--- config.mk ---
export PLATFORM = sky130hd
export DESIGN_NAME = ifetcher_isplit
export DESIGN_NICKNAME = d
export VERILOG_FILES = /design/src/rtl/ifetcher_isplit.sv
export SDC_FILE = /design/constraint.sdc
export NUM_CORES = 1
export LEC_CHECK = 0
export BUFFER_PORTS_ARGS = -buffer_cell sky130_fd_sc_hd__clkbuf_2
export CAP_MARGIN = 20
export CORE_ASPECT_RATIO = 0.8
export CORE_MARGIN = 5
export CORE_UTILIZATION = 51
export DETAILED_ROUTE_END_ITERATION = 8
export PLACE_DENSITY = 0.87
export SLEW_MARGIN = 20
export SYNTH_ARGS = -nofsm -noshare
export SYNTH_HDL_FRONTEND = slang
export SYNTH_SLANG_ARGS = --single-unit
--- constraint.sdc ---
create_clock -name iClk -period 2.72 [get_ports iClk]
set_input_delay 0.544 -clock iClk [delete_from_list [all_inputs] [get_ports iClk]]
set_output_delay 0.544 -clock iClk [all_outputs]
set_load 0.03 [all_outputs]
--- src/rtl/ifetcher_isplit.sv ---
// Splits 4-instruction lines from the fetch buffer into single instructions for decode.
// Define IFETCHER_ISPLIT_PREFETCH_EN to add a shadow line that removes the per-line bubble.
module ifetcher_isplit #(
    parameter int unsigned   IW       = 32,
    parameter int unsigned   AW       = 32,
    parameter logic [AW-1:0] RESET_PC = '0
) (
    input  logic            iClk,
    input  logic            resetN,
    input  logic            iClear,
    input  logic [AW-1:0]   iRedirectPC,
    input  logic            iEmpty,
    output logic            oRE,
    input  logic [IW*4-1:0] iRD,
    output logic            oValid,
    input  logic            iReady,
    output logic [IW-1:0]   oInstr,
    output logic [AW-1:0]   oPC
);

    localparam logic [1:0] StIdle = 2'd0;
    localparam logic [1:0] StWait = 2'd1;
    localparam logic [1:0] StHold = 2'd2;

    logic [1:0]      state_q, state_d;
    logic [AW-1:0]   pc_q, pc_d;
    logic [IW*4-1:0] line_q, line_d;
    logic [1:0]      slot;
    logic            xfer;

    assign slot   = pc_q[3:2];
    assign oValid = (state_q == StHold);
    assign oInstr = line_q[IW*32'(slot) +: IW];
    assign oPC    = pc_q;
    assign xfer   = oValid & iReady;

`ifdef IFETCHER_ISPLIT_PREFETCH_EN
    logic [IW*4-1:0] shadow_q, shadow_d;
    logic            shadow_vld_q, shadow_vld_d;
    logic            pend_q, pend_d;

    assign oRE = ~iEmpty & ~iClear &
                 ((state_q == StIdle) | ((state_q == StHold) & ~shadow_vld_q & ~pend_q));
`else
    assign oRE = (state_q == StIdle) & ~iEmpty & ~iClear;
`endif

    always_comb begin
        state_d = state_q;
        pc_d    = pc_q;
        line_d  = line_q;
`ifdef IFETCHER_ISPLIT_PREFETCH_EN
        shadow_d     = shadow_q;
        shadow_vld_d = shadow_vld_q;
        pend_d       = pend_q;
`endif
        if (iClear) begin
            state_d = StIdle;
            pc_d    = {iRedirectPC[AW-1:2], 2'b00};
`ifdef IFETCHER_ISPLIT_PREFETCH_EN
            shadow_vld_d = 1'b0;
            pend_d       = 1'b0;
`endif
        end else begin
`ifdef IFETCHER_ISPLIT_PREFETCH_EN
            pend_d = (state_q == StHold) & oRE;
            if (pend_q) begin
                shadow_d     = iRD;
                shadow_vld_d = 1'b1;
            end
`endif
            case (state_q)
                StIdle: if (oRE) state_d = StWait;
                StWait: begin
                    line_d  = iRD;
                    state_d = StHold;
                end
                StHold: begin
                    if (xfer) begin
                        pc_d = pc_q + AW'(4);
                        if (slot == 2'd3) begin
`ifdef IFETCHER_ISPLIT_PREFETCH_EN
                            // Shadow being filled this cycle is forwarded straight from iRD.
                            if (shadow_vld_q) begin
                                line_d       = shadow_q;
                                shadow_vld_d = 1'b0;
                            end else if (pend_q) begin
                                line_d       = iRD;
                                shadow_vld_d = 1'b0;
                            end else begin
                                state_d = StIdle;
                            end
`else
                            state_d = StIdle;
`endif
                        end
                    end
                end
                default: state_d = StIdle;
            endcase
        end
    end

    always_ff @(posedge iClk or negedge resetN) begin
        if (!resetN) begin
            state_q <= StIdle;
            pc_q    <= RESET_PC;
            line_q  <= '0;
`ifdef IFETCHER_ISPLIT_PREFETCH_EN
            shadow_q     <= '0;
            shadow_vld_q <= 1'b0;
            pend_q       <= 1'b0;
`endif
        end else begin
            state_q <= state_d;
            pc_q    <= pc_d;
            line_q  <= line_d;
`ifdef IFETCHER_ISPLIT_PREFETCH_EN
            shadow_q     <= shadow_d;
            shadow_vld_q <= shadow_vld_d;
            pend_q       <= pend_d;
`endif
        end
    end

endmodule

======== Word level (Yosys, flattened, before mapping) ========
Cells that the tools add are included.
word-level totals
  bits in registers ....................... 162
  input bits .............................. 165
  word-level logic and storage cells ...... 30
  output and inout bits ................... 66
cells by class
  muxes and demuxes ....................... 8
  bitwise logic cells ..................... 5
  shift-type cells ........................ 1
  add/subtract/negate cells ............... 1
  equal/unequal tests ..................... 6
  reductions and logical operators ........ 6
operators with widths
  kind                                                    count
  variable part select 128 x 8 -> 32 bit                  1
  two-way mux 32 bit                                      3
  adder 32 x 3 -> 32 bit (second input constant)          1
  two-way mux 2 bit                                       4
  inequality test 3 x 2 -> 1 bit (second input constant)  2
  case mux 2 bit (3 select lines)                         1
  == test 2 bit (second input constant)                   2
  AND reduction 2 bit                                     2
  nonzero test 2 bit                                      2
  AND 1 bit                                               3
  inequality test 3 bit (second input constant)           1
  AND reduction 3 bit                                     1
  == test 2 x 1 -> 1 bit (second input constant)          1
  zero test 2 bit                                         1
  NOT 1 bit                                               2

======== Logic depth before layout (Yosys ltp) ========
Gate-level depths: netlist of run 1.
  depth after elaboration ................. 6
  mapped depth ............................ 7
  depth with buffers taken out ............ 5

======== Least setup slack after synthesis of run 1 ========
Ideal clock, no wire load.
  path kind ............................... reg2out
  start ................................... reg pc_q[2], in the netlist oPC[2]
  end ..................................... out oInstr[12]
  setup slack ............................. 182 ps
  required time ........................... 2176 ps
  path buffers ............................ 2
  arrival ................................. 1994 ps
  stages on the path, launching flop included .. 4
  path through ............................ dfrtp_1 buf_2 buf_1 mux4_2
on the way
  cells in the longest elaborated chain, start to end .. 1
ends and longest elaborated chain
  item                                    RTL line  text
  start, declared                         26        logic [AW-1:0] pc_q, pc_d;
  start signal, assigned                  116       pc_q <= pc_d;
  variable part select 128 x 8 -> 32 bit  33        assign oInstr = line_q[IW*32'(slot) +: IW];
  end, declared                           17        output logic [IW-1:0] oInstr,
No other way between the ends.

======== Worst setup path in the final report of run 1 ========
  start ................................... reg pc_q[2], in the netlist oPC[2]
  end ..................................... out oInstr[29]
The elaborated chain is that of the path after synthesis.

==> load_flow_metrics.sql, run 1 <==
INSERT INTO impl_metrics (metric_group, metric, value, unit) VALUES
('status', 'status', 'finished, final reports clean', ''),
('global_route', 'grt.overflow.total', '0', ''),
('worst_hold_path', 'hp-class', 'in -> async', ''),
('setup_path', 'setup.reg_to_reg.worst_slack', '0.39', 'ns'),
('setup_path', 'worstSetupPathDepth', '3', ''),
('setup_path', 'path_delay_family', 'multiplexers', ''),
('synth', 'number_of_flops_mapped_to_enable_cells_by_yosys', '0', ''),
('floorplanning', 'floorplan.die.height', '117', 'µm'),
('sta', 'relSlewSlack', '62.9', '%'),
('routing', 'drt_first_iter_violations', '201', ''),
('routing', 'num_vias', '5195', ''),
('sta', 'finalWorstPathRequiredPeriod', '2.49', 'ns'),
('synth', 'synthDistinctLibCells', '36', ''),
('setup_path', 'critical_path.max_stage_delay', '0.57', 'ns'),
('power_and_ir_drop', 'cellPowerDensity', '829', 'nW/µm²'),
('setup_path', 'ff2ff_path_depth', '4', ''),
('final_layout', 'number_of_standard_cells_in_the_final_layout_excluding_fillers', '940', ''),
('routing', 'drt-vias-per-instance', '5.53', ''),
('final_layout', 'final_layout_size_suffix_gt1_share', '51.7', '%'),
('setup_path', 'path_buf_inv', '2', ''),
('sta', 'finalCritPeriodShare', '91.7', '%'),
('synth', 'synth_top_area_share', '54.9', '%'),
('clocking', 'clock_insertion_delay_worst_skew', '0.42', 'ns'),
('synth', 'ys_top_cells_by_count', 'sky130_fd_sc_hd__dfrtp_1, sky130_fd_sc_hd__mux2_2, sky130_fd_sc_hd__mux2_1', ''),
('global_route', 'number_of_global_route_vias_before_repair', '5447', ''),
('setup_path', 'endpoint_required_time_on_the_critical_path', '2.18', 'ns'),
('clocking', 'htree_num_levels', '4', ''),
('floorplanning', 'die_width', '144', 'µm'),
('clocking', 'cts-resized-gates', '0', ''),
('routing', 'drtPass1Iterations', '4', ''),
('sta', 'clock_skew', '0.00819', 'ns'),
('final_layout', 'num-fill-cells', '1057', ''),
('routing', 'totalWireLength', '17500', 'µm'),
('placement', 'place.detailed.instances', '908', ''),
('run', 'drv_cap', '0', ''),
('sta', 'timing.setup.tns', '0', 'ns'),
('floorplanning', 'io_pins', '231', ''),
('synth', 'synth-async-reset-ratio', '100', '%'),
('clocking', 'cts.root.buffer_cell', 'sky130_fd_sc_hd__clkbuf_16', ''),
('synth', 'synthesis.area_per_instance', '14.0', 'µm²'),
('clocking', 'cts.reportedPaths.clkPinSlew', '0.06', 'ns'),
('setup_path', 'worstReg2RegEnd', 'oPC[31]$_DFFE_PN0P_', ''),
('setup_path', 'critical_path.slowest_cell', 'sky130_fd_sc_hd__mux4_2', ''),
('floorplanning', 'floorplan.die_area', '16800', 'µm²'),
('global_route', 'first_pass_grt_wire_length', '27600', 'µm'),
('setup_path', 'worst-endpoint-arrival', '1.95', 'ns'),
('placement', 'globalplace.congestion', '0.822', ''),
('clocking', 'cts_hold_buf', '0', ''),
('synth', 'synth-warning-count', '0', ''),
('synth', 'synth-seq-cells', '160', ''),
('clocking', 'cts_num_sinks', '160', ''),
('floorplanning', 'placeableCoreArea', '14200', 'µm²'),
('final_layout', 'layout_cell_area_excl_fill', '9270', 'µm²'),
('setup_path', 'worst_setup_end_kind', 'primary output', ''),
('final_layout', 'post-route-util', '65.5', '%'),
('placement', 'dpl.hpwl', '12800', 'µm'),
('global_route', 'gr-usage-all-layers', '21.2', '%'),
('clocking', 'post_cts_buffers', '0', ''),
('synth', 'synth.most_common_cell', 'sky130_fd_sc_hd__dfrtp_1', ''),
('sta', 'hold_viol', '0', ''),
('synth', 'synth_seq_area_share', '54.9', '%'),
('floorplanning', 'start_util', '51.6', '%'),
('sta', 'timing.hold.ws', '0.0274', 'ns'),
('setup_path', 'cp_cell_sequence', 'buf_12 > mux4_2 > clkbuf_2', ''),
('synth', 'synth.largest_area_cell', 'sky130_fd_sc_hd__dfrtp_1', ''),
('global_route', 'pin_count_of_the_biggest_net_entering_global_routing', '81', ''),
('sta', 'timing.final.setup_violations', '0', ''),
('synth', 'yosys-top-cells-area', 'sky130_fd_sc_hd__dfrtp_1, sky130_fd_sc_hd__mux2_2, sky130_fd_sc_hd__mux4_2', ''),
('clocking', 'cts_made_buffers', '17', ''),
('routing', 'drt_drc_violations_left', '0', ''),
('setup_path', 'launch_instance_of_the_worst_register_to_register_path', 'oPC[5]$_DFFE_PN0P_', '');
## layout by cell type (no fill, tap or decap), types with 3 or more instances in the layout
master,count
sky130_fd_sc_hd__nand4_1,6
sky130_fd_sc_hd__or4_1,16
sky130_fd_sc_hd__clkbuf_16,17
sky130_fd_sc_hd__mux4_2,32
sky130_fd_sc_hd__nor2_1,19
sky130_fd_sc_hd__buf_12,5
sky130_fd_sc_hd__inv_1,5
sky130_fd_sc_hd__mux2_1,45
sky130_fd_sc_hd__nor4_1,4
sky130_fd_sc_hd__o31ai_1,13
sky130_fd_sc_hd__clkbuf_2,225
sky130_fd_sc_hd__nand3_1,10
sky130_fd_sc_hd__dfrtp_1,158
sky130_fd_sc_hd__a31oi_1,17
sky130_fd_sc_hd__or3_1,5
sky130_fd_sc_hd__nand2_1,22
sky130_fd_sc_hd__clkinv_2,3
sky130_fd_sc_hd__mux2_2,83
sky130_fd_sc_hd__xnor2_1,7
sky130_fd_sc_hd__xor2_1,4
sky130_fd_sc_hd__clkinvlp_4,3
sky130_fd_sc_hd__buf_4,8
sky130_fd_sc_hd__o21ai_1,16
sky130_fd_sc_hd__inv_6,3
## how the worst max path moves through the flow
| stage | slack [ns] | from | end |
|---|---|---|---|
| 5_1_grt | 0.13 | oPC[2]$_DFFE_PN0P_ | oInstr[21] |
| 4_1_cts | 0.19 | oPC[2]$_DFFE_PN0P_ | oInstr[21] |
| 3_5_place_dp | 0.24 | iReady | oPC[31]$_DFFE_PN0P_ |
| 3_3_place_gp | 0.30 | iReady | oPC[31]$_DFFE_PN0P_ |
| 2_1_floorplan | 0.18 | oPC[2]$_DFFE_PN0P_ | oInstr[12] |
| 6_report | 0.23 | oPC[2]$_DFFE_PN0P_ | oInstr[29] |
## metrics by stage
step / setup slack (ns) / total power (µW)
2_1_floorplan: 0.182 / 4660
3_3_place_gp: 0.300 / 5230
3_5_place_dp: 0.240 / 5350
4_1_cts: 0.188 / 7770
5_1_grt: 0.133 / 8060
6_report: 0.225 / 7680
## metal layers
layer	global-route usage, %	part of all wire, %
met5	0	0
met4	7.47	2.2
met3	4.96	5.9
met2	34.9	50
met1	27.8	42
## report_power, final
group          switching [µW]  internal [µW]  leakage (µW)
clock network             994           1390      0.000287
registers                 339           2970       0.00190
logic                    1040            947       0.00201
total                    2370           5310       0.00419
## area by class of cell
cell class                      instances  area share (%)
Inverter                                6           0.243
Tap cell                              184            2.48
Multi-Input combinational cell        319            33.6
Clock buffer                           18            4.74
Sequential cell                       160            43.2
Timing Repair Buffer                  239            14.0
Clock inverter                         14            1.67
## registers in the layout, summed over array words and instances (netlist names)
name and count:
line_q 128, state_q 2, oPC 30
## kinds of logic (layout without fill, tap and decap cells)
kind of cell | count (synthesis) | after routing | synth area share [%]
muxes | 161 | 161 | 29.8
xor gates and xnor gates | 11 | 11 | 1.32
other | 1 | 2 | 0.0514
adders and majority gates | 1 | 1 | 0.171
DFF | 160 | 160 | 54.9
buffers and inverters | 43 | 277 | 2.57
and+or+nand+nor | 95 | 95 | 7.13
AOI/OAI and AO/OA | 49 | 49 | 4.13
Power figures use the tool's default switching activity.
==> run 2, diff against run 1 <==
--- a/config.mk
+++ b/config.mk
@@ -8,9 +8,9 @@
 export BUFFER_PORTS_ARGS = -buffer_cell sky130_fd_sc_hd__clkbuf_2
 export CAP_MARGIN = 20
 export CORE_ASPECT_RATIO = 0.8
-export CORE_MARGIN = 5
 export CORE_UTILIZATION = 51
 export DETAILED_ROUTE_END_ITERATION = 8
+export GPL_ROUTABILITY_DRIVEN = 0
 export PLACE_DENSITY = 0.87
 export SLEW_MARGIN = 20
 export SYNTH_ARGS = -nofsm -noshare
==> load_flow_metrics.sql, run 2 (same netlist as run 1, synthesis figures left out) <==
INSERT INTO impl_metrics (metric_group, metric, value, unit) VALUES
('status', 'status', 'finished, final reports clean', ''),
('global_route', 'grt_antenna_before_repair', '0', ''),
('setup_path', 'critical_path.max_stage_delay', '0.57', 'ns'),
('final_layout', 'mostFrequentLayoutCell', 'sky130_fd_sc_hd__clkbuf_2', ''),
('global_route', 'number_of_global_route_vias_before_repair', '5458', ''),
('floorplanning', 'start_util', '53.1', '%'),
('sta', 'postLayoutSetupSlackWorst', '0.155', 'ns'),
('routing', 'antenna_left', '0', ''),
('setup_path', 'worstReg2RegEnd', 'oPC[31]$_DFFE_PN0P_', ''),
('global_route', 'gr-usage-all-layers', '24.3', '%'),
('sta', 'max_clock_freq', '390', 'MHz'),
('setup_path', 'path_buf_inv', '2', ''),
('run', 'drv_cap', '0', ''),
('setup_path', 'critical_path.slowest_cell', 'sky130_fd_sc_hd__mux4_2', ''),
('setup_path', 'path_delay_family', 'buffers and inverters', ''),
('setup_path', 'crit_path_max_fanout', '19', ''),
('clocking', 'post_cts_buffers', '0', ''),
('setup_path', 'crit_start', 'oPC[2]$_DFFE_PN0P_', ''),
('clocking', 'cts-resized-gates', '0', ''),
('routing', 'routed_wire_length_per_instance', '18.4', 'µm'),
('sta', 'tightest_pin_transition', '0.616', 'ns'),
('clocking', 'cts.reportedPaths.clkPinSlew', '0.06', 'ns'),
('global_route', 'pin_count_of_the_biggest_net_entering_global_routing', '54', ''),
('sta', 'timing_max_transition_violations_final', '0', ''),
('final_layout', 'fin_nets', '909', ''),
('power_and_ir_drop', 'power.ir.vdd_worst', '0.000570', 'V'),
('floorplanning', 'placementRows', '38', ''),
('global_route', 'first_pass_grt_wire_length', '27200', 'µm'),
('clocking', 'cts_tree', 'done', ''),
('sta', 'relSlewSlack', '58.9', '%'),
('final_layout', 'layout_cell_area_excl_fill', '9290', 'µm²'),
('worst_hold_path', 'hp-class', 'in -> async', ''),
('routing', 'drtPass1Iterations', '4', ''),
('clocking', 'cts_made_buffers', '17', ''),
('sta', 'grt_setup_unrepaired', 'no', ''),
('routing', 'num_vias', '5224', ''),
('setup_path', 'worst-endpoint-arrival', '2.02', 'ns'),
('sta', 'finalWorstPathRequiredPeriod', '2.57', 'ns'),
('final_layout', 'largest_register_ff_count', '128', ''),
('floorplanning', 'io_pins', '231', ''),
('power_and_ir_drop', 'power_leakage', '0.00421', 'µW'),
('sta', 'finalCritPeriodShare', '94.3', '%'),
('setup_path', 'crit_path_end', 'oInstr[8]', ''),
('routing', 'drt-vias-per-instance', '5.58', ''),
('routing', 'drt_drc_violations_left', '0', ''),
('final_layout', 'num_antenna_cells', '0', ''),
('placement', 'buffer_ports.inserted', '226', ''),
('final_layout', 'final_layout_size_suffix_gt1_share', '51.5', '%'),
('placement', 'placedInstanceArea', '8670', 'µm²'),
('setup_path', 'ff2ff_path_depth', '4', ''),
('floorplanning', 'floorplan.die.height', '109', 'µm'),
('power_and_ir_drop', 'cellPowerDensity', '836', 'nW/µm²'),
('clocking', 'cts_hold_buf', '0', ''),
('sta', 'timing.final.setup_violations', '0', ''),
('clocking', 'htree_num_levels', '4', ''),
('floorplanning', 'placeableCoreArea', '13700', 'µm²'),
('placement', 'dpl.hpwl', '12500', 'µm'),
('power_and_ir_drop', 'report.power.total', '7760', 'µW'),
('setup_path', 'setup.reg_to_reg.worst_slack', '0.33', 'ns'),
('routing', 'totalWireLength', '17200', 'µm'),
('sta', 'hold_viol', '0', ''),
('final_layout', 'largest_register', 'line_q', ''),
('setup_path', 'worst-setup-path-type', 'reg -> out', ''),
('placement', 'place_ws', '0.260', 'ns'),
('floorplanning', 'floorplan.die_area', '14800', 'µm²'),
('setup_path', 'cp_cell_sequence', 'buf_4 > mux4_2 > clkbuf_2', ''),
('routing', 'drt_first_iter_violations', '387', ''),
('final_layout', 'area_growth_syn_to_layout', '27.2', '%'),
('clocking', 'ctsLongestPathBuffers', '2', ''),
('sta', 'timing.setup.tns', '0', 'ns'),
('floorplanning', 'die_width', '136', 'µm'),
('global_route', 'grt.overflow.total', '0', ''),
('sta', 'clock_skew', '0.00666', 'ns'),
('setup_path', 'worstSetupPathDepth', '3', ''),
('clocking', 'cts_num_sinks', '160', ''),
('final_layout', 'commonest_non_fill_non_tap_cells_in_the_layout', 'sky130_fd_sc_hd__clkbuf_2, sky130_fd_sc_hd__dfrtp_1, sky130_fd_sc_hd__mux2_2', ''),
('sta', 'timing.hold.ws', '0.0796', 'ns'),
('setup_path', 'endpoint_required_time_on_the_critical_path', '2.18', 'ns'),
('setup_path', 'critical_path.startpoint_type', 'register', ''),
('clocking', 'cts.root.buffer_cell', 'sky130_fd_sc_hd__clkbuf_16', ''),
('setup_path', 'launch_instance_of_the_worst_register_to_register_path', 'oPC[5]$_DFFE_PN0P_', ''),
('final_layout', 'num-fill-cells', '979', ''),
('setup_path', 'worst_setup_end_kind', 'primary output', ''),
('clocking', 'clock_insertion_delay_worst_skew', '0.42', 'ns');
[run 2: worst reg2reg max path, cell delays in order, from the launching register on]
cell                      delay [ns]
sky130_fd_sc_hd__dfrtp_1        0.45
sky130_fd_sc_hd__nand4_1        0.24
sky130_fd_sc_hd__or4_1          0.89
sky130_fd_sc_hd__or4_1          0.57
sky130_fd_sc_hd__a31oi_1        0.17
[run 2: layout make-up]
cell class,count,area (µm²),area share [%]
Sequential cell,160,4010,43.1
Multi-Input combinational cell,319,3120,33.6
Timing Repair Buffer,239,1300,14.0
Clock buffer,23,488,5.26
Clock inverter,9,130,1.40
Inverter,6,22.5,0.243
Tap cell,180,225,2.43
[run 2: worst min path at each step]
stage                                      start                     end  slack, ns
after CTS                                 resetN  line_q[57]$_DFFE_PN0P_       0.08
after global placement    line_q[42]$_DFFE_PN0P_  line_q[42]$_DFFE_PN0P_       0.46
after detailed placement  line_q[87]$_DFFE_PN0P_  line_q[87]$_DFFE_PN0P_       0.47
after floorplan                           resetN   line_q[0]$_DFFE_PN0P_       0.25
final                                     resetN  line_q[57]$_DFFE_PN0P_       0.08
after global routing                      resetN  line_q[57]$_DFFE_PN0P_       0.11
[run 2: per-stage QoR]
step	utilization, %	cells
final	67.6	936
after global placement	63.1	904
after floorplan	-	522
after global routing	67.6	936
after CTS	67.6	936
after detailed placement	63.1	904
[run 2: routing by layer]
metal | track usage [%] | up-vias | routed length [µm]
met5 | 0 | - | 0
met4 | 11.2 | 0 | 435
met3 | 5.49 | 28 | 850
met2 | 41.1 | 161 | 8830
met1 | 29.8 | 2643 | 7070
li1 | - | 2392 | -
[run 2: report_power, final]
part           switching [µW]  total (µW)  internal, µW
sequential                342        3310          2970
combinational            1030        1980           946
clock                     930        2470          1540
total                    2310        7760          5460
==> run 3, diff against run 2 <==
==> config.mk (replaced) <==
export PLATFORM = sky130hd
export DESIGN_NAME = ifetcher_isplit
export DESIGN_NICKNAME = d
export VERILOG_FILES = /design/src/rtl/ifetcher_isplit.sv
export SDC_FILE = /design/constraint.sdc
export NUM_CORES = 1
export LEC_CHECK = 0
export BUFFER_PORTS_ARGS = -buffer_cell sky130_fd_sc_hd__buf_2
export CAP_MARGIN = 20
export CORE_ASPECT_RATIO = 0.8
export CORE_UTILIZATION = 40
export CTS_CLUSTER_DIAMETER = 50
export DETAILED_ROUTE_END_ITERATION = 8
export GPL_ROUTABILITY_DRIVEN = 0
export PLACE_DENSITY = 0.72
export SLEW_MARGIN = 20
export SYNTH_ARGS = -nofsm -noshare
export SYNTH_HDL_FRONTEND = slang
export SYNTH_SLANG_ARGS = --single-unit
==> load_flow_metrics.sql, run 3 (same netlist as run 1, synthesis figures left out) <==
INSERT INTO impl_metrics (metric_group, metric, value, unit) VALUES
('routing', 'drtPass1Iterations', '4', ''),
('power_and_ir_drop', 'power.ir.vdd_worst', '0.000340', 'V'),
('sta', 'hold_viol', '0', ''),
('sta', 'grt_setup_unrepaired', 'no', ''),
('placement', 'dpl.hpwl', '12000', 'µm'),
('final_layout', 'final_layout_size_suffix_gt1_share', '51.7', '%'),
('floorplanning', 'start_util', '41.5', '%'),
('global_route', 'first_pass_grt_wire_length', '27100', 'µm'),
('sta', 'relSlewSlack', '59.0', '%'),
('sta', 'finalCritPeriodShare', '93.7', '%'),
('power_and_ir_drop', 'share_clk_of_total_power', '31.5', '%'),
('power_and_ir_drop', 'cellPowerDensity', '821', 'nW/µm²'),
('floorplanning', 'floorplan.die.height', '123', 'µm'),
('worst_hold_path', 'hp-class', 'in -> async', ''),
('setup_path', 'worstReg2RegEnd', 'oPC[31]$_DFFE_PN0P_', ''),
('setup_path', 'setup.reg_to_reg.worst_slack', '0.42', 'ns'),
('setup_path', 'critical_path.startpoint_type', 'register', ''),
('floorplanning', 'floorplan.die_area', '18800', 'µm²'),
('clocking', 'clock_insertion_delay_worst_skew', '0.42', 'ns'),
('final_layout', 'commonest_non_fill_non_tap_cells_in_the_layout', 'sky130_fd_sc_hd__buf_2, sky130_fd_sc_hd__dfrtp_1, sky130_fd_sc_hd__mux2_2', ''),
('sta', 'timing.final.setup_violations', '0', ''),
('clocking', 'cts.root.buffer_cell', 'sky130_fd_sc_hd__clkbuf_16', ''),
('placement', 'buffer_ports.inserted', '226', ''),
('setup_path', 'worst-setup-path-type', 'reg -> out', ''),
('global_route', 'gr-usage-all-layers', '18.7', '%'),
('setup_path', 'endpoint_required_time_on_the_critical_path', '2.18', 'ns'),
('floorplanning', 'placementRows', '43', ''),
('routing', 'drt_first_iter_violations', '282', ''),
('floorplanning', 'placeableCoreArea', '17600', 'µm²'),
('power_and_ir_drop', 'netSwitchingFraction', '32.6', '%'),
('routing', 'antenna_left', '0', ''),
('clocking', 'post_cts_buffers', '0', ''),
('setup_path', 'ff2ff_path_depth', '4', ''),
('sta', 'tightest_pin_transition', '0.615', 'ns'),
('power_and_ir_drop', 'sequential_cell_fraction_of_total_power', '43.0', '%'),
('routing', 'drt_drc_violations_left', '0', ''),
('setup_path', 'critical_path.max_stage_delay', '0.50', 'ns'),
('sta', 'timing_max_transition_violations_final', '0', ''),
('routing', 'drt-vias-per-instance', '5.23', ''),
('setup_path', 'critical_path.slowest_cell', 'sky130_fd_sc_hd__dfrtp_2', ''),
('routing', 'totalWireLength', '17000', 'µm'),
('setup_path', 'crit_path_end', 'oInstr[27]', ''),
('setup_path', 'launch_instance_of_the_worst_register_to_register_path', 'oPC[5]$_DFFE_PN0P_', ''),
('sta', 'finalWorstPathRequiredPeriod', '2.55', 'ns'),
('global_route', 'number_of_global_route_vias_before_repair', '5117', ''),
('clocking', 'cts.reportedPaths.clkPinSlew', '0.07', 'ns'),
('floorplanning', 'die_width', '153', 'µm'),
('sta', 'timing.setup.tns', '0', 'ns'),
('power_and_ir_drop', 'internal-power', '5170', 'µW'),
('global_route', 'grt_antenna_before_repair', '3', ''),
('power_and_ir_drop', 'total_switching_power', '2500', 'µW'),
('clocking', 'cts-resized-gates', '0', ''),
('power_and_ir_drop', 'comb_power_share', '25.6', '%'),
('clocking', 'ctsLongestPathBuffers', '2', ''),
('routing', 'routed_wire_length_per_instance', '17.4', 'µm'),
('run', 'drv_cap', '0', ''),
('setup_path', 'crit_start', 'oPC[3]$_DFFE_PN0P_', ''),
('setup_path', 'worst_setup_end_kind', 'primary output', ''),
('final_layout', 'fin_nets', '908', ''),
('routing', 'num_vias', '5130', ''),
('sta', 'max_clock_freq', '392', 'MHz'),
('clocking', 'cts_hold_buf', '0', ''),
('clocking', 'htree_num_levels', '4', ''),
('final_layout', 'post-route-util', '53.0', '%'),
('clocking', 'cts_num_sinks', '160', ''),
('final_layout', 'largest_register_ff_count', '128', ''),
('floorplanning', 'io_pins', '231', ''),
('setup_path', 'crit_path_max_fanout', '30', ''),
('global_route', 'grt.overflow.total', '0', ''),
('clocking', 'cts_tree', 'done', ''),
('final_layout', 'largest_register', 'line_q', ''),
('final_layout', 'num_antenna_cells', '0', ''),
('clocking', 'cts_made_buffers', '17', ''),
('status', 'status', 'finished, final reports clean', ''),
('final_layout', 'area_growth_syn_to_layout', '27.8', '%'),
('power_and_ir_drop', 'power_leakage', '0.00415', 'µW'),
('final_layout', 'mostFrequentLayoutCell', 'sky130_fd_sc_hd__buf_2', ''),
('sta', 'clock_skew', '0.00958', 'ns'),
('setup_path', 'worst-endpoint-arrival', '2.00', 'ns'),
('setup_path', 'cp_cell_sequence', 'buf_4 > mux4_2 > buf_2', ''),
('global_route', 'pin_count_of_the_biggest_net_entering_global_routing', '78', '');
==> run 3: cell types whose count changed in the layout (fill, tap and decap cells not counted), sizes merged <==
cell,previous run,this run
clkinvlp,1,0
buf,14,238
bufinv,3,0
inv,6,12
clkinv,5,9
clkbuf,248,17
==> run 3: cell type report <==
| class | instances | area, µm² |
|---|---|---|
| Fill cell | 1550 | 8260 |
| Sequential cell | 160 | 4010 |
| Multi-Input combinational cell | 319 | 3120 |
| Timing Repair Buffer | 238 | 1290 |
| Clock buffer | 17 | 425 |
| Tap cell | 225 | 282 |
| Clock inverter | 15 | 189 |
| Inverter | 6 | 22.5 |
==> run 3: worst max-delay path, delay by kind of cell, from the launching register on <==
family / cells / cell delay, ns
buf+inv: 2 / 0.66
flops: 1 / 0.50
mux: 1 / 0.39
==> run 3: worst min-delay path by stage <==
stage	from	end	cells after the start
floorplan	resetN	line_q[0]$_DFFE_PN0P_	0
global placement	line_q[90]$_DFFE_PN0P_	line_q[90]$_DFFE_PN0P_	1
detailed placement	line_q[94]$_DFFE_PN0P_	line_q[94]$_DFFE_PN0P_	1
CTS	resetN	line_q[66]$_DFFE_PN0P_	1
global route	resetN	line_q[66]$_DFFE_PN0P_	1
finish	resetN	line_q[66]$_DFFE_PN0P_	1
==> run 3: metrics by stage <==
step	area, µm²	cells	total power, µW	setup WS, ns	hold slack (ns)
finish	9330	980	7660	0.172	0.110
global route	9330	980	8040	0.0731	0.141
CTS	9330	980	7760	0.0955	0.119
detailed placement	8720	948	5320	0.259	0.473
global placement	8720	948	5240	0.310	0.464
floorplan	7300	522	4660	0.182	0.248
==> run 3: power by group through the flow <==
stage	Clock (µW)	Sequential (µW)	Combinational, µW
2_1_floorplan	0	3300	1360
3_3_place_gp	0	3310	1930
3_5_place_dp	0	3340	1980
4_1_cts	2480	3300	1990
5_1_grt	2560	3380	2100
6_report	2410	3290	1960
==> run 3: layer usage <==
metal	vias up	global-route usage, %	routed length, µm
li1	2393	-	-
met1	2574	24.6	7510
met2	134	29.1	8170
met3	25	6.43	1020
met4	4	6.44	305
met5	-	0	24
